### config.mk
export PLATFORM = sky130hd
export DESIGN_NAME = uart_tx_arbiter_flat
export DESIGN_NICKNAME = d
export VERILOG_FILES = /design/src/rtl/uart_tx_arbiter_if.sv /design/src/rtl/uart_tx_arbiter.sv /design/src/flat_wrapper.sv
export SDC_FILE = /design/constraint.sdc
export NUM_CORES = 1
export LEC_CHECK = 0
export CORE_ASPECT_RATIO = 1.4
export CORE_MARGIN = 1.5
export CORE_UTILIZATION = 42
export CTS_CLUSTER_DIAMETER = 80
export CTS_CLUSTER_SIZE = 40
export DETAILED_ROUTE_END_ITERATION = 12
export PLACE_DENSITY = 0.76
export SLEW_MARGIN = 20
export SYNTH_ARGS = -nofsm -noshare
export SYNTH_HDL_FRONTEND = slang
export SYNTH_SLANG_ARGS = --single-unit
### constraint.sdc
create_clock -name clk -period 2.05 [get_ports clk]
set_input_delay 0.205 -clock clk [delete_from_list [all_inputs] [get_ports clk]]
set_output_delay 0.205 -clock clk [all_outputs]
set_load 0.02 [all_outputs]
### src/rtl/uart_tx_arbiter_if.sv
// Requester-side handshake plus the uart write port and status outputs of
// the uart transmit arbiter, bundled so the arbiter can be wired in one go.
interface uart_tx_arbiter_if #(
    parameter int NREQ = 4,
    parameter int DW   = 8
);
    logic [NREQ-1:0]    req_valid;
    logic [NREQ*DW-1:0] req_data;
    logic [NREQ-1:0]    req_last;
    logic [NREQ-1:0]    req_ready;
    logic [DW-1:0]      uart_din;
    logic               uart_wr_en;
    logic               uart_tx_busy;
    logic [NREQ-1:0]    grant;
    logic               locked;
    logic               start_err;
    logic [15:0]        bytes_sent;

    // Environment side: requesters and the uart transmitter.
    modport master (
        output req_valid, req_data, req_last, uart_tx_busy,
        input  req_ready, uart_din, uart_wr_en, grant, locked, start_err, bytes_sent
    );

    // Arbiter side.
    modport slave (
        input  req_valid, req_data, req_last, uart_tx_busy,
        output req_ready, uart_din, uart_wr_en, grant, locked, start_err, bytes_sent
    );
endinterface

### src/rtl/uart_tx_arbiter.sv
// Round-robin arbiter sharing one uart transmitter among NREQ byte
// requesters. One byte is in flight at a time: grant, strobe wr_en, wait
// for tx_busy to rise and fall, then arbitrate again. A byte with
// req_last=0 locks the arbiter to its requester until that requester's
// req_last=1 byte is granted.
module uart_tx_arbiter #(
    parameter int NREQ          = 4,
    parameter int DW            = 8,
    parameter int START_TIMEOUT = 16
) (
    input  logic             clk,
    input  logic             reset,
    uart_tx_arbiter_if.slave bus
);
    localparam int            PW       = (NREQ > 1) ? $clog2(NREQ) : 1;
    localparam logic [PW-1:0] PTR_RST  = PW'(NREQ - 1);
    // Timeout fires in the WAIT_START cycle where the counter would reach
    // START_TIMEOUT, i.e. START_TIMEOUT cycles after ISSUE.
    localparam logic [7:0]    TMO_LAST = 8'(START_TIMEOUT - 1);

    typedef enum logic [1:0] {
        ARB,
        ISSUE,
        WAIT_START,
        WAIT_DONE
    } state_t;

    state_t          state_q, state_d;
    logic [PW-1:0]   ptr_q, ptr_d;
    logic [PW-1:0]   owner_q, owner_d;
    logic            locked_q, locked_d;
    logic [NREQ-1:0] grant_q, grant_d;
    logic [DW-1:0]   din_q, din_d;
    logic [7:0]      tmo_q, tmo_d;
    logic [15:0]     bytes_q, bytes_d;

    logic [DW-1:0]   req_byte [NREQ];
    logic [NREQ-1:0] owner_mask;
    logic [NREQ-1:0] eligible;
    logic [PW-1:0]   cand [NREQ];
    logic [NREQ-1:0] cand_hit;
    logic            win_found;
    logic [PW-1:0]   win_idx;
    logic [NREQ-1:0] win_onehot;

    logic [NREQ-1:0] req_ready;
    logic            wr_en;
    logic            start_err;

    // While locked only the lock owner may win; everybody else is masked.
    assign eligible = locked_q ? (bus.req_valid & owner_mask) : bus.req_valid;

    // Per-requester slicing and the rotated scan order ptr+1, ptr+2, ...
    for (genvar gi = 0; gi < NREQ; gi++) begin : g_req
        logic [PW:0] sum;

        assign req_byte[gi]   = bus.req_data[gi*DW +: DW];
        assign owner_mask[gi] = (owner_q == PW'(gi));
        assign sum            = {1'b0, ptr_q} + (PW+1)'(gi + 1);
        assign cand[gi]       = (sum >= (PW+1)'(NREQ)) ? PW'(sum - (PW+1)'(NREQ))
                                                       : sum[PW-1:0];
        assign cand_hit[gi]   = eligible[cand[gi]];
        assign win_onehot[gi] = win_found && (win_idx == PW'(gi));
    end

    // Pick the first eligible requester in rotated order (lowest scan slot).
    always_comb begin
        win_found = 1'b0;
        win_idx   = '0;
        for (int k = NREQ - 1; k >= 0; k--) begin
            if (cand_hit[k]) begin
                win_found = 1'b1;
                win_idx   = cand[k];
            end
        end
    end

    // Next-state and output decode for the grant/issue/wait sequence.
    always_comb begin
        state_d   = state_q;
        ptr_d     = ptr_q;
        owner_d   = owner_q;
        locked_d  = locked_q;
        grant_d   = grant_q;
        din_d     = din_q;
        tmo_d     = tmo_q;
        bytes_d   = bytes_q;
        req_ready = '0;
        wr_en     = 1'b0;
        start_err = 1'b0;

        case (state_q)
            ARB: begin
                // A busy transmitter (someone else using it) blocks grants.
                if (!bus.uart_tx_busy && win_found) begin
                    req_ready = win_onehot;
                    din_d     = req_byte[win_idx];
                    grant_d   = win_onehot;
                    ptr_d     = win_idx;
                    if (bus.req_last[win_idx]) begin
                        locked_d = 1'b0;
                    end else begin
                        locked_d = 1'b1;
                        owner_d  = win_idx;
                    end
                    state_d = ISSUE;
                end else begin
                    grant_d = '0;
                end
            end
            ISSUE: begin
                wr_en   = 1'b1;
                tmo_d   = '0;
                state_d = WAIT_START;
            end
            WAIT_START: begin
                if (bus.uart_tx_busy) begin
                    state_d = WAIT_DONE;
                end else if (tmo_q == TMO_LAST) begin
                    // Frame never started: drop the byte, keep lock state.
                    start_err = 1'b1;
                    grant_d   = '0;
                    state_d   = ARB;
                end else begin
                    tmo_d = tmo_q + 8'd1;
                end
            end
            WAIT_DONE: begin
                if (!bus.uart_tx_busy) begin
                    bytes_d = bytes_q + 16'd1;
                    grant_d = '0;
                    state_d = ARB;
                end
            end
            default: state_d = ARB;
        endcase
    end

    // State and datapath registers; reset abandons any byte in flight.
    always_ff @(posedge clk) begin
        if (reset) begin
            state_q  <= ARB;
            ptr_q    <= PTR_RST;
            owner_q  <= '0;
            locked_q <= 1'b0;
            grant_q  <= '0;
            din_q    <= '0;
            tmo_q    <= '0;
            bytes_q  <= '0;
        end else begin
            state_q  <= state_d;
            ptr_q    <= ptr_d;
            owner_q  <= owner_d;
            locked_q <= locked_d;
            grant_q  <= grant_d;
            din_q    <= din_d;
            tmo_q    <= tmo_d;
            bytes_q  <= bytes_d;
        end
    end

    assign bus.req_ready  = req_ready;
    assign bus.uart_din   = din_q;
    assign bus.uart_wr_en = wr_en;
    assign bus.grant      = grant_q;
    assign bus.locked     = locked_q;
    assign bus.start_err  = start_err;
    assign bus.bytes_sent = bytes_q;
endmodule

### src/flat_wrapper.sv
// flat-port wrapper written by rule: the top's interface ports become plain ports
module uart_tx_arbiter_flat 
#(
    parameter int NREQ          = 4,
    parameter int DW            = 8,
    parameter int START_TIMEOUT = 16
)
  (clk, reset, bus_req_valid, bus_req_data, bus_req_last, bus_uart_tx_busy, bus_req_ready, bus_uart_din, bus_uart_wr_en, bus_grant, bus_locked, bus_start_err, bus_bytes_sent);
  uart_tx_arbiter_if #(.NREQ(NREQ), .DW(DW)) bus_i ();
  input  logic clk;
  input  logic reset;
  input wire logic [$bits(bus_i.req_valid)-1:0] bus_req_valid;
  input wire logic [$bits(bus_i.req_data)-1:0] bus_req_data;
  input wire logic [$bits(bus_i.req_last)-1:0] bus_req_last;
  input wire logic [$bits(bus_i.uart_tx_busy)-1:0] bus_uart_tx_busy;
  output wire logic [$bits(bus_i.req_ready)-1:0] bus_req_ready;
  output wire logic [$bits(bus_i.uart_din)-1:0] bus_uart_din;
  output wire logic [$bits(bus_i.uart_wr_en)-1:0] bus_uart_wr_en;
  output wire logic [$bits(bus_i.grant)-1:0] bus_grant;
  output wire logic [$bits(bus_i.locked)-1:0] bus_locked;
  output wire logic [$bits(bus_i.start_err)-1:0] bus_start_err;
  output wire logic [$bits(bus_i.bytes_sent)-1:0] bus_bytes_sent;
  assign bus_i.req_valid = bus_req_valid;
  assign bus_i.req_data = bus_req_data;
  assign bus_i.req_last = bus_req_last;
  assign bus_i.uart_tx_busy = bus_uart_tx_busy;
  assign bus_req_ready = bus_i.req_ready;
  assign bus_uart_din = bus_i.uart_din;
  assign bus_uart_wr_en = bus_i.uart_wr_en;
  assign bus_grant = bus_i.grant;
  assign bus_locked = bus_i.locked;
  assign bus_start_err = bus_i.start_err;
  assign bus_bytes_sent = bus_i.bytes_sent;
  uart_tx_arbiter #(.NREQ(NREQ), .DW(DW), .START_TIMEOUT(START_TIMEOUT)) u_core (.clk(clk), .reset(reset), .bus(bus_i));
endmodule
==> results of run 1 <==
-- critical path: stages (launching register included) --
cell                      delay (ns)
sky130_fd_sc_hd__dfxtp_4        0.40
sky130_fd_sc_hd__a21bo_1        0.20
sky130_fd_sc_hd__and2_1         0.21
sky130_fd_sc_hd__a32o_2         0.27
sky130_fd_sc_hd__nor3_4         0.26
sky130_fd_sc_hd__nand3_2        0.13
sky130_fd_sc_hd__inv_2          0.07
sky130_fd_sc_hd__buf_6          0.11
-- routing by layer --
layer  vias up  share of wire  track usage
li1       1314              -            -
met1      1215           0.40        0.273
met2        99           0.52        0.405
met3        14          0.061       0.0432
met4         0          0.017       0.0717
met5         -              0            0
-- flip-flops by register name, summed over array words and instances (netlist names) --
signal and flops:
u_core.state_q 2, u_core.bus.bytes_sent 16, u_core.bus.locked 1, u_core.owner_q 2, u_core.bus.uart_din 8, u_core.ptr_q 2, u_core.tmo_q 8, u_core.bus.grant 4
-- cell usage in the layout, fill, tap and decap left out, types with 3 or more instances in the layout --
cell type,count
sky130_fd_sc_hd__a211o_1,9
sky130_fd_sc_hd__inv_2,3
sky130_fd_sc_hd__clkdlybuf4s50_1,70
sky130_fd_sc_hd__nor3_2,3
sky130_fd_sc_hd__dfxtp_1,40
sky130_fd_sc_hd__clkbuf_8,5
sky130_fd_sc_hd__nand2b_1,4
sky130_fd_sc_hd__o31ai_1,9
sky130_fd_sc_hd__buf_6,5
sky130_fd_sc_hd__nand3_1,12
sky130_fd_sc_hd__xor2_1,15
sky130_fd_sc_hd__mux2i_1,12
sky130_fd_sc_hd__nor2_1,37
sky130_fd_sc_hd__and2_1,6
sky130_fd_sc_hd__xnor2_1,6
sky130_fd_sc_hd__dfxtp_4,3
sky130_fd_sc_hd__nand3_2,4
sky130_fd_sc_hd__buf_4,49
sky130_fd_sc_hd__nand4_1,13
sky130_fd_sc_hd__a21oi_1,6
sky130_fd_sc_hd__and3_1,3
sky130_fd_sc_hd__and4_1,3
sky130_fd_sc_hd__inv_1,8
sky130_fd_sc_hd__nand2_1,25
sky130_fd_sc_hd__o211ai_1,12
-- worst paths after layout --
kind / endpoint / startpoint / slack (ns)
setup / recovery: bus_req_ready[0] / u_core.owner_q[0]$_SDFFE_PP0P_ / -0.12
hold / removal: u_core.bus.grant[0]$_SDFFE_PP0P_ / u_core.bus.grant[0]$_SDFFE_PP0P_ / 0.46
setup reg to reg: u_core.owner_q[0]$_SDFFE_PP0P_ / u_core.owner_q[0]$_SDFFE_PP0P_ / -0.12
hold reg to reg: u_core.bus.grant[0]$_SDFFE_PP0P_ / u_core.bus.grant[0]$_SDFFE_PP0P_ / 0.46
-- cells in the mapped netlist, types with 3 or more instances --
| cell | count | area share |
|---|---|---|
| sky130_fd_sc_hd__buf_1 | 3 | 0.0045 |
| sky130_fd_sc_hd__nor2_1 | 37 | 0.056 |
| sky130_fd_sc_hd__clkbuf_1 | 8 | 0.012 |
| sky130_fd_sc_hd__buf_6 | 3 | 0.014 |
| sky130_fd_sc_hd__o31ai_1 | 9 | 0.027 |
| sky130_fd_sc_hd__a21oi_1 | 7 | 0.014 |
| sky130_fd_sc_hd__nand3_1 | 16 | 0.032 |
| sky130_fd_sc_hd__xnor2_1 | 6 | 0.021 |
| sky130_fd_sc_hd__o211ai_1 | 12 | 0.036 |
| sky130_fd_sc_hd__a211o_1 | 9 | 0.032 |
| sky130_fd_sc_hd__inv_1 | 11 | 0.017 |
| sky130_fd_sc_hd__mux2i_1 | 12 | 0.048 |
| sky130_fd_sc_hd__dfxtp_1 | 43 | 0.34 |
| sky130_fd_sc_hd__nor3_1 | 5 | 0.010 |
| sky130_fd_sc_hd__and4_1 | 3 | 0.011 |
| sky130_fd_sc_hd__xor2_1 | 15 | 0.053 |
| sky130_fd_sc_hd__nand4_1 | 13 | 0.033 |
| sky130_fd_sc_hd__nand2b_1 | 4 | 0.010 |
| sky130_fd_sc_hd__nand2_1 | 25 | 0.038 |
| sky130_fd_sc_hd__buf_2 | 4 | 0.0080 |
| sky130_fd_sc_hd__o21ai_0 | 3 | 0.0060 |
| sky130_fd_sc_hd__and2_1 | 6 | 0.015 |
| sky130_fd_sc_hd__and3_1 | 3 | 0.0075 |
-- layout make-up --
type	count	area, sq um
Inverter	11	41.3
Fill cell	479	1940
Clock inverter	2	11.3
Sequential cell	43	872
Timing Repair Buffer	129	1190
Multi-Input combinational cell	224	1570
Tap cell	70	87.6
Clock buffer	6	72.6
-- what timing repair did --
item / CTS / global route
buffers inserted: 1 / 6
setup endpoints to repair: 16 / 16
gates resized for setup: 40 / 12
cloned: 0 / 1
endpoints found under the hold margin: 0 / 0
pin swaps: 4 / 4
-- metrics by stage --
stage | setup WS [ns] | cells | instance area [sq um]
3_3_place_gp | -0.543 | 469 | 3620
3_5_place_dp | -0.582 | 469 | 3620
6_report | -0.118 | 485 | 3840
2_1_floorplan | -0.0197 | 297 | 2520
4_1_cts | -0.0783 | 478 | 3760
5_1_grt | -0.213 | 485 | 3840
-- cells by family after synthesis --
kind of cell | after synthesis
and+or+nand+nor | 119
AOI/OAI and AO/OA | 68
muxes | 13
buffers and inverters | 30
DFF | 43
adders and majority gates | 3
xor gates and xnor gates | 21
-- power groups by stage --
stage                     clock [mW]  sequential, mW  combinational, mW
after global routing           0.581           0.959               1.28
final                          0.537           0.953               1.20
after detailed placement           0           0.966               1.08
after CTS                      0.551           0.950               1.12
after global placement             0           0.964               1.07
after floorplan                    0            1.01              0.563
==> run_summary.xml, run 1 <==
<?xml version="1.0" encoding="UTF-8"?>
<metrics>
  <group name="floorplanning">
    <metric name="start_util" unit="">0.432</metric>
    <metric name="fp.dieArea" unit="sq um">6420</metric>
    <metric name="rows" unit="">33</metric>
    <metric name="boundaryPins" unit="">78</metric>
    <metric name="floorplan.die.height" unit="microns">94.2</metric>
    <metric name="dieWidth" unit="microns">68.2</metric>
    <metric name="core_region_area" unit="sq um">5780</metric>
  </group>
  <group name="grt">
    <metric name="antenna_found_initial" unit="">0</metric>
    <metric name="first_global_vias" unit="">2433</metric>
    <metric name="grt_max_degree" unit="">24</metric>
    <metric name="global_route_usage_sum" unit="">0.230</metric>
    <metric name="global_route.overflow_total" unit="">0</metric>
    <metric name="grt_pass1_wl" unit="microns">11400</metric>
  </group>
  <group name="critical_path">
    <metric name="cp-start-kind" unit="">flip-flop</metric>
    <metric name="reg2reg_depth" unit="">7</metric>
    <metric name="cp_max_fo" unit="">8</metric>
    <metric name="crit_path_end_kind" unit="">output pin</metric>
    <metric name="crit_path_dat" unit="ns">1.96</metric>
    <metric name="worst-endpoint-required" unit="ns">1.85</metric>
    <metric name="timing_worst_setup_path_type" unit="">flip-flop to output pin</metric>
  </group>
  <group name="synthesis">
    <metric name="synth.yosys.seq_area_share" unit="">0.345</metric>
    <metric name="count_of_distinct_cell_types_in_the_synthesized_netlist" unit="">54</metric>
    <metric name="avgSynthCellArea" unit="sq um">8.41</metric>
    <metric name="synth-edff-count" unit="">0</metric>
    <metric name="synth_top_family_by_area" unit="">simple AND/OR/NAND/NOR gates</metric>
    <metric name="synthXorXnorAreaFrac" unit="">0.0736</metric>
    <metric name="asyncSetResetFlopFracSynth" unit="">0</metric>
    <metric name="syn_area" unit="sq um">2500</metric>
    <metric name="synth-adder-area-share" unit="">0.0140</metric>
    <metric name="synth.mux.area_fraction" unit="">0.0541</metric>
    <metric name="synth_top_flop_cell" unit="">sky130_fd_sc_hd__dfxtp_1</metric>
    <metric name="synthesis.instances" unit="">297</metric>
    <metric name="yosys_register_bits" unit="">43</metric>
    <metric name="synth_compound_area_frac" unit="">0.216</metric>
    <metric name="yosys_warnings" unit="">0</metric>
    <metric name="syn-num-nets" unit="">342</metric>
    <metric name="synthSimpleGateAreaFrac" unit="">0.239</metric>
  </group>
  <group name="timing">
    <metric name="final_critical_path_setup_slack" unit="ns">-0.118</metric>
    <metric name="grt_setup_unrepaired" unit="">true</metric>
    <metric name="fmax" unit="MHz">461</metric>
    <metric name="timing.setup.tns" unit="ns">-0.636</metric>
    <metric name="final-max-slew-violation-count" unit="">0</metric>
    <metric name="max-slew-margin-rel" unit="">0.740</metric>
    <metric name="timing.final.crit_period" unit="ns">2.17</metric>
    <metric name="setup_violations" unit="">10</metric>
    <metric name="whs" unit="ns">0.464</metric>
    <metric name="hold_viol_final" unit="">0</metric>
    <metric name="worst_clock_skew" unit="ns">0.00429</metric>
    <metric name="final_min_period_over_clock_period" unit="">1.06</metric>
    <metric name="worst_pin_slew" unit="ns">0.386</metric>
  </group>
  <group name="clock_tree">
    <metric name="clock_latency" unit="ns">0.30</metric>
    <metric name="htree_num_levels" unit="">2</metric>
    <metric name="clock_sink_count" unit="">43</metric>
    <metric name="tritoncts_clock_tree" unit="">done</metric>
    <metric name="ctsHoldBuffers" unit="">0</metric>
    <metric name="cts_made_buffers" unit="">5</metric>
    <metric name="cts_root_buf" unit="">sky130_fd_sc_hd__clkbuf_8</metric>
    <metric name="clk_path_buf_depth" unit="">2</metric>
    <metric name="worst_setup_hold_path_clk_slew" unit="ns">0.08</metric>
  </group>
  <group name="layout">
    <metric name="finalCoreUtilization" unit="">0.665</metric>
    <metric name="antennaDiodeCount" unit="">0</metric>
    <metric name="drive_gt1_frac" unit="">0.219</metric>
    <metric name="fin_nets" unit="">459</metric>
    <metric name="area_delta_synth_final" unit="%">53.9</metric>
  </group>
  <group name="detailed_routing">
    <metric name="via_per_inst" unit="">5.45</metric>
    <metric name="drt_wl_total" unit="microns">7480</metric>
    <metric name="antenna_left" unit="">0</metric>
    <metric name="detail_route.drc_violations" unit="">0</metric>
    <metric name="routedWlPerCell" unit="microns">15.4</metric>
    <metric name="detailroute.via_count" unit="">2642</metric>
    <metric name="drt_first_pass_iters" unit="">5</metric>
    <metric name="drt_first_iter_violations" unit="">168</metric>
  </group>
  <group name="place">
    <metric name="gp_congestion" unit="">0.847</metric>
    <metric name="numPortBuffers" unit="">77</metric>
    <metric name="post-dp-hpwl" unit="microns">5330</metric>
  </group>
  <group name="power">
    <metric name="sw_frac_of_total" unit="">0.352</metric>
    <metric name="power_share_of_the_clock_group" unit="">0.199</metric>
    <metric name="design_power_total" unit="mW">2.69</metric>
    <metric name="power_frac_seq" unit="">0.354</metric>
    <metric name="vdd_drop_max" unit="V">0.000567</metric>
    <metric name="leakage" unit="nW">1.55</metric>
    <metric name="pwr-share-comb" unit="">0.447</metric>
    <metric name="p_switching" unit="mW">0.948</metric>
    <metric name="power_per_cell_area" unit="nW/um^2">701</metric>
    <metric name="cellInternalPower" unit="mW">1.75</metric>
  </group>
  <group name="run">
    <metric name="max_cap_violations" unit="">0</metric>
  </group>
  <group name="status">
    <metric name="outcome" unit="">finished with violations</metric>
    <metric name="violations_in_the_final_reports" unit="">negative setup slack</metric>
  </group>
  <group name="hold_path">
    <metric name="hold_path.class" unit="">flip-flop to flip-flop</metric>
    <metric name="hold_depth" unit="">2</metric>
  </group>
</metrics>
Power figures use the tool's default switching activity.
==> inputs of run 2 (changes only) <==
--- a/config.mk
+++ b/config.mk
@@ -7,11 +7,11 @@
 export LEC_CHECK = 0
 export CORE_ASPECT_RATIO = 1.4
 export CORE_MARGIN = 1.5
-export CORE_UTILIZATION = 42
+export CORE_UTILIZATION = 45
 export CTS_CLUSTER_DIAMETER = 80
 export CTS_CLUSTER_SIZE = 40
 export DETAILED_ROUTE_END_ITERATION = 12
-export PLACE_DENSITY = 0.76
+export PLACE_DENSITY = 0.78
 export SLEW_MARGIN = 20
 export SYNTH_ARGS = -nofsm -noshare
 export SYNTH_HDL_FRONTEND = slang
==> constraint.sdc (replaced) <==
create_clock -name clk -period 2.68 [get_ports clk]
set_input_delay 0.268 -clock clk [delete_from_list [all_inputs] [get_ports clk]]
set_output_delay 0.268 -clock clk [all_outputs]
set_load 0.02 [all_outputs]
==> run 2 against run 1 <==
Sequential share of layout area up 1.5 points. Clock-buffer cell count down 1. Largest cell class unchanged. Global-route usage up 0.53 points. Worst hold slack better by 0.0028 ns. Die area down 6.4%. The run now ends clean. Core utilization up 1.1 points. Register-to-register slack better by 0.44 ns. Total power down 25%. Wire length down 8.3%. Non-clock buffer count down 26.
==> run_summary.xml, run 2 (synthesis gave the netlist of run 1 again) <==
<?xml version="1.0" encoding="UTF-8"?>
<metrics>
  <group name="critical_path">
    <metric name="reg2reg_depth" unit="">9</metric>
    <metric name="cp_max_fo" unit="">7</metric>
    <metric name="worst-endpoint-required" unit="ns">2.41</metric>
    <metric name="timing_worst_setup_path_type" unit="">input pin to output pin</metric>
    <metric name="crit_path_dat" unit="ns">2.25</metric>
    <metric name="cp-start-kind" unit="">input pin</metric>
    <metric name="r2r_start" unit="">u_core.owner_q[0]$_SDFFE_PP0P_</metric>
    <metric name="timing.rr.end" unit="">u_core.bus.uart_din[5]$_SDFFE_PP0P_</metric>
    <metric name="timing.reg2reg.setup_slack" unit="ns">0.32</metric>
    <metric name="crit_path_end_kind" unit="">output pin</metric>
  </group>
  <group name="power">
    <metric name="power_share_of_the_clock_group" unit="">0.254</metric>
    <metric name="sw_frac_of_total" unit="">0.334</metric>
    <metric name="power_frac_seq" unit="">0.362</metric>
    <metric name="leakage" unit="nW">1.42</metric>
    <metric name="p_switching" unit="mW">0.673</metric>
    <metric name="vdd_drop_max" unit="V">0.000593</metric>
    <metric name="design_power_total" unit="mW">2.02</metric>
    <metric name="power_per_cell_area" unit="nW/um^2">566</metric>
    <metric name="cellInternalPower" unit="mW">1.34</metric>
    <metric name="pwr-share-comb" unit="">0.383</metric>
  </group>
  <group name="layout">
    <metric name="drive_gt1_frac" unit="">0.113</metric>
    <metric name="final_common_cell" unit="">sky130_fd_sc_hd__clkdlybuf4s50_1</metric>
    <metric name="instances_no_fill" unit="">455</metric>
    <metric name="fillerInstances" unit="">479</metric>
    <metric name="antennaDiodeCount" unit="">0</metric>
    <metric name="fin_nets" unit="">433</metric>
    <metric name="flip_flop_count_of_the_largest_register_all_copies_and_words_added" unit="">16</metric>
    <metric name="area_delta_synth_final" unit="%">42.7</metric>
    <metric name="final_cell_mix" unit="">73 x sky130_fd_sc_hd__clkdlybuf4s50_1, 42 x sky130_fd_sc_hd__dfxtp_1, 37 x sky130_fd_sc_hd__nor2_1</metric>
    <metric name="finish.instance_area" unit="sq um">3560</metric>
  </group>
  <group name="place">
    <metric name="place_inst" unit="">447</metric>
    <metric name="numPortBuffers" unit="">77</metric>
    <metric name="post_dp_cell_area" unit="sq um">3460</metric>
    <metric name="post-dp-hpwl" unit="microns">5160</metric>
    <metric name="gp_congestion" unit="">0.842</metric>
  </group>
  <group name="floorplanning">
    <metric name="dieWidth" unit="microns">66.0</metric>
    <metric name="fp.dieArea" unit="sq um">6010</metric>
    <metric name="start_util" unit="">0.473</metric>
    <metric name="rows" unit="">31</metric>
    <metric name="floorplan.die.height" unit="microns">91.1</metric>
    <metric name="core_region_area" unit="sq um">5280</metric>
    <metric name="boundaryPins" unit="">78</metric>
  </group>
  <group name="timing">
    <metric name="final-max-slew-violation-count" unit="">0</metric>
    <metric name="worst_pin_slew" unit="ns">0.363</metric>
    <metric name="hold_viol_final" unit="">0</metric>
    <metric name="grt_setup_unrepaired" unit="">false</metric>
    <metric name="worst_clock_skew" unit="ns">0.00605</metric>
    <metric name="setup_violations" unit="">0</metric>
    <metric name="final_min_period_over_clock_period" unit="">0.938</metric>
    <metric name="timing.final.crit_period" unit="ns">2.51</metric>
    <metric name="timing.setup.tns" unit="ns">0</metric>
    <metric name="max-slew-margin-rel" unit="">0.752</metric>
    <metric name="fmax" unit="MHz">398</metric>
    <metric name="whs" unit="ns">0.466</metric>
  </group>
  <group name="detailed_routing">
    <metric name="antenna_left" unit="">0</metric>
    <metric name="drt_first_iter_violations" unit="">132</metric>
    <metric name="via_per_inst" unit="">5.69</metric>
    <metric name="detail_route.drc_violations" unit="">0</metric>
    <metric name="drt_first_pass_iters" unit="">4</metric>
    <metric name="routedWlPerCell" unit="microns">15.1</metric>
    <metric name="drt_wl_total" unit="microns">6860</metric>
    <metric name="detailroute.via_count" unit="">2588</metric>
  </group>
  <group name="grt">
    <metric name="global_route.overflow_total" unit="">0</metric>
    <metric name="global_route_usage_sum" unit="">0.235</metric>
    <metric name="grt_max_degree" unit="">24</metric>
    <metric name="grt_pass1_wl" unit="microns">11200</metric>
    <metric name="antenna_found_initial" unit="">0</metric>
    <metric name="first_global_vias" unit="">2502</metric>
  </group>
  <group name="clock_tree">
    <metric name="clock_latency" unit="ns">0.30</metric>
    <metric name="cts_root_buf" unit="">sky130_fd_sc_hd__clkbuf_8</metric>
    <metric name="clock_sink_count" unit="">43</metric>
    <metric name="tritoncts_clock_tree" unit="">done</metric>
    <metric name="worst_setup_hold_path_clk_slew" unit="ns">0.08</metric>
    <metric name="clk_path_buf_depth" unit="">2</metric>
    <metric name="ctsHoldBuffers" unit="">0</metric>
    <metric name="cts_made_buffers" unit="">5</metric>
    <metric name="htree_num_levels" unit="">2</metric>
  </group>
  <group name="hold_path">
    <metric name="hold_depth" unit="">2</metric>
    <metric name="min-delay-start" unit="">u_core.bus.grant[1]$_SDFFE_PP0P_</metric>
    <metric name="hold_path.class" unit="">flip-flop to flip-flop</metric>
    <metric name="whs_endpoint" unit="">u_core.bus.grant[1]$_SDFFE_PP0P_</metric>
  </group>
  <group name="status">
    <metric name="outcome" unit="">completed</metric>
  </group>
  <group name="run">
    <metric name="max_cap_violations" unit="">0</metric>
  </group>
</metrics>
-- run 2: power groups by stage --
stage               clock (mW)  sequential [mW]  combinational, mW
global placement             0            0.742              0.764
detailed placement           0            0.744              0.776
finish                   0.513            0.731              0.773
CTS                      0.520            0.730              0.774
global route             0.542            0.738              0.836
floorplan                    0            0.768              0.421
-- run 2: worst max-delay path: stages --
cell and delay [ns]:
sky130_fd_sc_hd__clkdlybuf4s50_1 0.52, sky130_fd_sc_hd__buf_4 0.19, sky130_fd_sc_hd__nor2_1 0.10, sky130_fd_sc_hd__o22ai_2 0.10, sky130_fd_sc_hd__o21ai_0 0.36, sky130_fd_sc_hd__inv_1 0.19, sky130_fd_sc_hd__nand3_1 0.16, sky130_fd_sc_hd__inv_1 0.04
sky130_fd_sc_hd__dlygate4sd2_1 0.31
-- run 2: layer usage --
metal | vias up | global-route usage | share of wire
li1 | 1269 | - | -
met4 | 0 | 0.0952 | 0.019
met3 | 8 | 0.0359 | 0.044
met5 | - | 0 | 0
met2 | 67 | 0.420 | 0.52
met1 | 1244 | 0.273 | 0.41
-- run 2: stage by stage --
step,worst slack [ns],utilization
detailed placement,-0.0768,0.655
global route,0.0228,0.676
CTS,0.178,0.676
floorplan,0.269,-
global placement,-0.0547,0.655
finish,0.166,0.676
-- run 2: cell type report --
cell class	count	area, sq um	share of cell area
Multi-Input combinational cell	224	1490	0.419
Timing Repair Buffer	103	973	0.273
Sequential cell	43	862	0.242
Tap cell	66	82.6	0.0232
Clock buffer	5	68.8	0.0193
Clock inverter	3	43.8	0.0123
Inverter	11	41.3	0.0116
-- run 2: worst max path at each step --
stage                                   startpoint                to  slack, ns  cells after the start
global placement                  bus_req_valid[3]  bus_req_ready[0]      -0.05                     10
CTS                               bus_req_valid[3]  bus_req_ready[0]       0.18                     10
global route                      bus_req_valid[3]  bus_req_ready[3]       0.02                      8
floorplan           u_core.bus.locked$_SDFFE_PP0P_  bus_req_ready[3]       0.27                      7
finish                            bus_req_valid[3]  bus_req_ready[0]       0.17                      9
detailed placement                bus_req_valid[3]  bus_req_ready[0]      -0.08                     10
-- run 2: repair_timing --
| item | in CTS | in global routing |
|---|---|---|
| buffers inserted | 0 | 0 |
| gates resized for setup | 5 | 0 |
| endpoints found under the setup margin | 4 | 0 |
| hold endpoints to repair | 0 | 0 |
==> inputs of run 3 (changes only) <==
--- a/config.mk
+++ b/config.mk
@@ -6,12 +6,13 @@
 export NUM_CORES = 1
 export LEC_CHECK = 0
 export CORE_ASPECT_RATIO = 1.4
-export CORE_MARGIN = 1.5
+export CORE_MARGIN = 1
 export CORE_UTILIZATION = 45
 export CTS_CLUSTER_DIAMETER = 80
 export CTS_CLUSTER_SIZE = 40
 export DETAILED_ROUTE_END_ITERATION = 12
 export PLACE_DENSITY = 0.78
+export SETUP_SLACK_MARGIN = 0.5
 export SLEW_MARGIN = 20
 export SYNTH_ARGS = -nofsm -noshare
 export SYNTH_HDL_FRONTEND = slang
==> run 3 against run 2 <==
Die area down 2.6%. Global-route usage grew 1.7 points. Total power up 0.17%. Clock skew fell by 0.0026 ns. Critical path type is now flip-flop to output pin. Largest power group unchanged. Sequential share of layout area fell by 0.48 points. Combinational power up 13%. Sequential cell count unchanged. Clock power decreased by 20%. Sequential power grew 0.7%. Worst hold slack worse by 0.0024 ns. Clock-buffer cell count rose by 1. Core utilization up 2.2 points.
==> run_summary.xml, run 3 (synthesis gave the netlist of run 1 again) <==
<?xml version="1.0" encoding="UTF-8"?>
<metrics>
  <group name="status">
    <metric name="outcome" unit="">completed</metric>
  </group>
  <group name="critical_path">
    <metric name="crit_path_dat" unit="ns">2.00</metric>
    <metric name="critical-path-top-cell-by-count" unit="">sky130_fd_sc_hd__buf_6</metric>
    <metric name="critPathLaunch" unit="">u_core.owner_q[1]$_SDFFE_PP0P_</metric>
    <metric name="reg2reg_depth" unit="">8</metric>
    <metric name="critical-path-max-stage-delay" unit="ns">0.37</metric>
    <metric name="crit_path_end_kind" unit="">output pin</metric>
    <metric name="cp_max_fo" unit="">5</metric>
    <metric name="r2r_start" unit="">u_core.owner_q[1]$_SDFFE_PP0P_</metric>
    <metric name="crit_path_cell_trace" unit="">buf_6 &gt; o21ai_4 &gt; o311ai_4 &gt; and3_4 &gt; nor3_2 &gt; buf_4 &gt; buf_6 &gt; nand3_4 &gt; inv_2 &gt; buf_6</metric>
    <metric name="worst-endpoint-required" unit="ns">2.41</metric>
    <metric name="timing_worst_setup_path_type" unit="">flip-flop to output pin</metric>
    <metric name="cp-start-kind" unit="">flip-flop</metric>
    <metric name="crit_slowest_cell" unit="">sky130_fd_sc_hd__dfxtp_4</metric>
  </group>
  <group name="hold_path">
    <metric name="hold_depth" unit="">2</metric>
    <metric name="hold_path.class" unit="">flip-flop to flip-flop</metric>
    <metric name="min-delay-start" unit="">u_core.bus.grant[0]$_SDFFE_PP0P_</metric>
  </group>
  <group name="layout">
    <metric name="flip_flop_count_of_the_largest_register_all_copies_and_words_added" unit="">16</metric>
    <metric name="antennaDiodeCount" unit="">0</metric>
    <metric name="area_used_by_multi_input_combinational_logic" unit="sq um">1580</metric>
    <metric name="fillerInstances" unit="">445</metric>
    <metric name="drive_gt1_frac" unit="">0.175</metric>
    <metric name="final_common_cell" unit="">sky130_fd_sc_hd__clkdlybuf4s50_1</metric>
    <metric name="final_cell_mix" unit="">69 x sky130_fd_sc_hd__clkdlybuf4s50_1, 40 x sky130_fd_sc_hd__dfxtp_1, 37 x sky130_fd_sc_hd__nor2_1</metric>
    <metric name="seqCellArea" unit="sq um">872</metric>
    <metric name="finalCoreUtilization" unit="">0.698</metric>
    <metric name="area_delta_synth_final" unit="%">47.3</metric>
    <metric name="fin_nets" unit="">438</metric>
  </group>
  <group name="clock_tree">
    <metric name="clock_latency" unit="ns">0.30</metric>
    <metric name="clk_path_buf_depth" unit="">2</metric>
    <metric name="clock_sink_count" unit="">43</metric>
    <metric name="cts_made_buffers" unit="">5</metric>
    <metric name="tritoncts_clock_tree" unit="">done</metric>
    <metric name="worst_setup_hold_path_clk_slew" unit="ns">0.08</metric>
    <metric name="ctsHoldBuffers" unit="">0</metric>
    <metric name="cts_root_buf" unit="">sky130_fd_sc_hd__clkbuf_8</metric>
    <metric name="htree_num_levels" unit="">2</metric>
  </group>
  <group name="place">
    <metric name="gp_congestion" unit="">0.857</metric>
    <metric name="numPortBuffers" unit="">77</metric>
    <metric name="detailedPlace.worstSlack" unit="ns">-0.0489</metric>
    <metric name="post-dp-hpwl" unit="microns">5240</metric>
  </group>
  <group name="timing">
    <metric name="max-slew-margin-rel" unit="">0.731</metric>
    <metric name="whs" unit="ns">0.464</metric>
    <metric name="timing.final.crit_period" unit="ns">2.26</metric>
    <metric name="final_critical_path_setup_slack" unit="ns">0.416</metric>
    <metric name="setup_violations" unit="">0</metric>
    <metric name="grt_setup_unrepaired" unit="">true</metric>
    <metric name="final_min_period_over_clock_period" unit="">0.845</metric>
    <metric name="final-max-slew-violation-count" unit="">0</metric>
    <metric name="worst_clock_skew" unit="ns">0.00344</metric>
    <metric name="worst_pin_slew" unit="ns">0.402</metric>
    <metric name="hold_viol_final" unit="">0</metric>
    <metric name="fmax" unit="MHz">442</metric>
  </group>
  <group name="floorplanning">
    <metric name="boundaryPins" unit="">78</metric>
    <metric name="fp.dieArea" unit="sq um">5860</metric>
    <metric name="floorplan.die.height" unit="microns">90.1</metric>
    <metric name="core_region_area" unit="sq um">5280</metric>
    <metric name="start_util" unit="">0.473</metric>
    <metric name="rows" unit="">31</metric>
    <metric name="dieWidth" unit="microns">65.0</metric>
  </group>
  <group name="power">
    <metric name="design_power_total" unit="mW">2.02</metric>
    <metric name="vdd_drop_max" unit="V">0.000450</metric>
    <metric name="leakage" unit="nW">1.45</metric>
    <metric name="power_per_cell_area" unit="nW/um^2">549</metric>
  </group>
  <group name="grt">
    <metric name="global_route.overflow_total" unit="">0</metric>
    <metric name="grt_pass1_wl" unit="microns">11800</metric>
    <metric name="first_global_vias" unit="">2618</metric>
    <metric name="grt_max_degree" unit="">24</metric>
    <metric name="antenna_found_initial" unit="">0</metric>
    <metric name="global_route_usage_sum" unit="">0.252</metric>
  </group>
  <group name="detailed_routing">
    <metric name="drt_wl_total" unit="microns">7370</metric>
    <metric name="routedWlPerCell" unit="microns">16.0</metric>
    <metric name="detailroute.via_count" unit="">2633</metric>
    <metric name="via_per_inst" unit="">5.72</metric>
    <metric name="antenna_left" unit="">0</metric>
    <metric name="detail_route.drc_violations" unit="">0</metric>
    <metric name="drt_first_iter_violations" unit="">153</metric>
    <metric name="drt_first_pass_iters" unit="">4</metric>
  </group>
  <group name="run">
    <metric name="max_cap_violations" unit="">0</metric>
  </group>
</metrics>
==> run 3: cell count changes in the layout (fill, tap and decap cells not counted), moves of 2 or more <==
| cell | change |
|---|---|
| sky130_fd_sc_hd__buf_4 | +3 |
| sky130_fd_sc_hd__buf_6 | +4 |
| sky130_fd_sc_hd__clkdlybuf4s50_1 | -4 |
| sky130_fd_sc_hd__dfxtp_1 | -2 |
| sky130_fd_sc_hd__dfxtp_4 | +3 |
| sky130_fd_sc_hd__inv_1 | -2 |
| sky130_fd_sc_hd__inv_2 | +2 |
| sky130_fd_sc_hd__nand3_1 | -3 |
| sky130_fd_sc_hd__nand3_2 | +2 |
| sky130_fd_sc_hd__nor3_1 | -3 |
| sky130_fd_sc_hd__nor3_2 | +3 |
==> run 3: report_power, final <==
| group | total, mW | switching [mW] | internal, mW |
|---|---|---|---|
| sequential | 0.736 | 0.0475 | 0.688 |
| clock | 0.411 | 0.229 | 0.182 |
| combinational | 0.873 | 0.437 | 0.436 |
| total | 2.02 | 0.714 | 1.31 |
==> run 3: area by class of cell <==
type / count / area share
multi-input combinational: 224 / 0.429
clock inverter: 2 / 0.00340
clock buffer: 6 / 0.0197
timing repair buffer: 108 / 0.277
tap: 66 / 0.0224
sequential: 43 / 0.237
inverter: 11 / 0.0112
==> run 3: worst paths after layout <==
path                                            to  slack [ns]
setup / recovery                  bus_req_ready[0]        0.42
hold / removal    u_core.bus.grant[0]$_SDFFE_PP0P_        0.46
hold reg to reg   u_core.bus.grant[0]$_SDFFE_PP0P_        0.46
setup reg to reg    u_core.owner_q[0]$_SDFFE_PP0P_        0.48
==> run 3: repair_timing <==
| action | CTS | global route |
|---|---|---|
| pin swaps | 5 | 7 |
| buffers inserted | 5 | 3 |
| resized for setup | 38 | 13 |
| setup endpoints to repair | 18 | 15 |
==> run 3: critical path: cells and delay by family (launching register included) <==
kind | cells | cell delay, ns
flops | 1 | 0.37
compound gates | 2 | 0.29
buf+inv | 5 | 0.58
simple gates | 3 | 0.45
==> run 3: stage by stage <==
stage | instance area, sq um | instances | setup TNS, ns
3_3_place_gp | 3440 | 444 | -0.0507
2_1_floorplan | 2510 | 297 | 0
6_report | 3680 | 460 | 0
5_1_grt | 3680 | 460 | 0
3_5_place_dp | 3440 | 444 | -0.168
4_1_cts | 3620 | 457 | 0
==> run 3: routing by layer <==
metal / vias up / routed length (microns) / track usage
li1: 1273 / - / -
met1: 1264 / 3030 / 0.292
met2: 78 / 3820 / 0.451
met3: 18 / 334 / 0.0431
met4: 0 / 187 / 0.0907
met5: - / 0 / 0
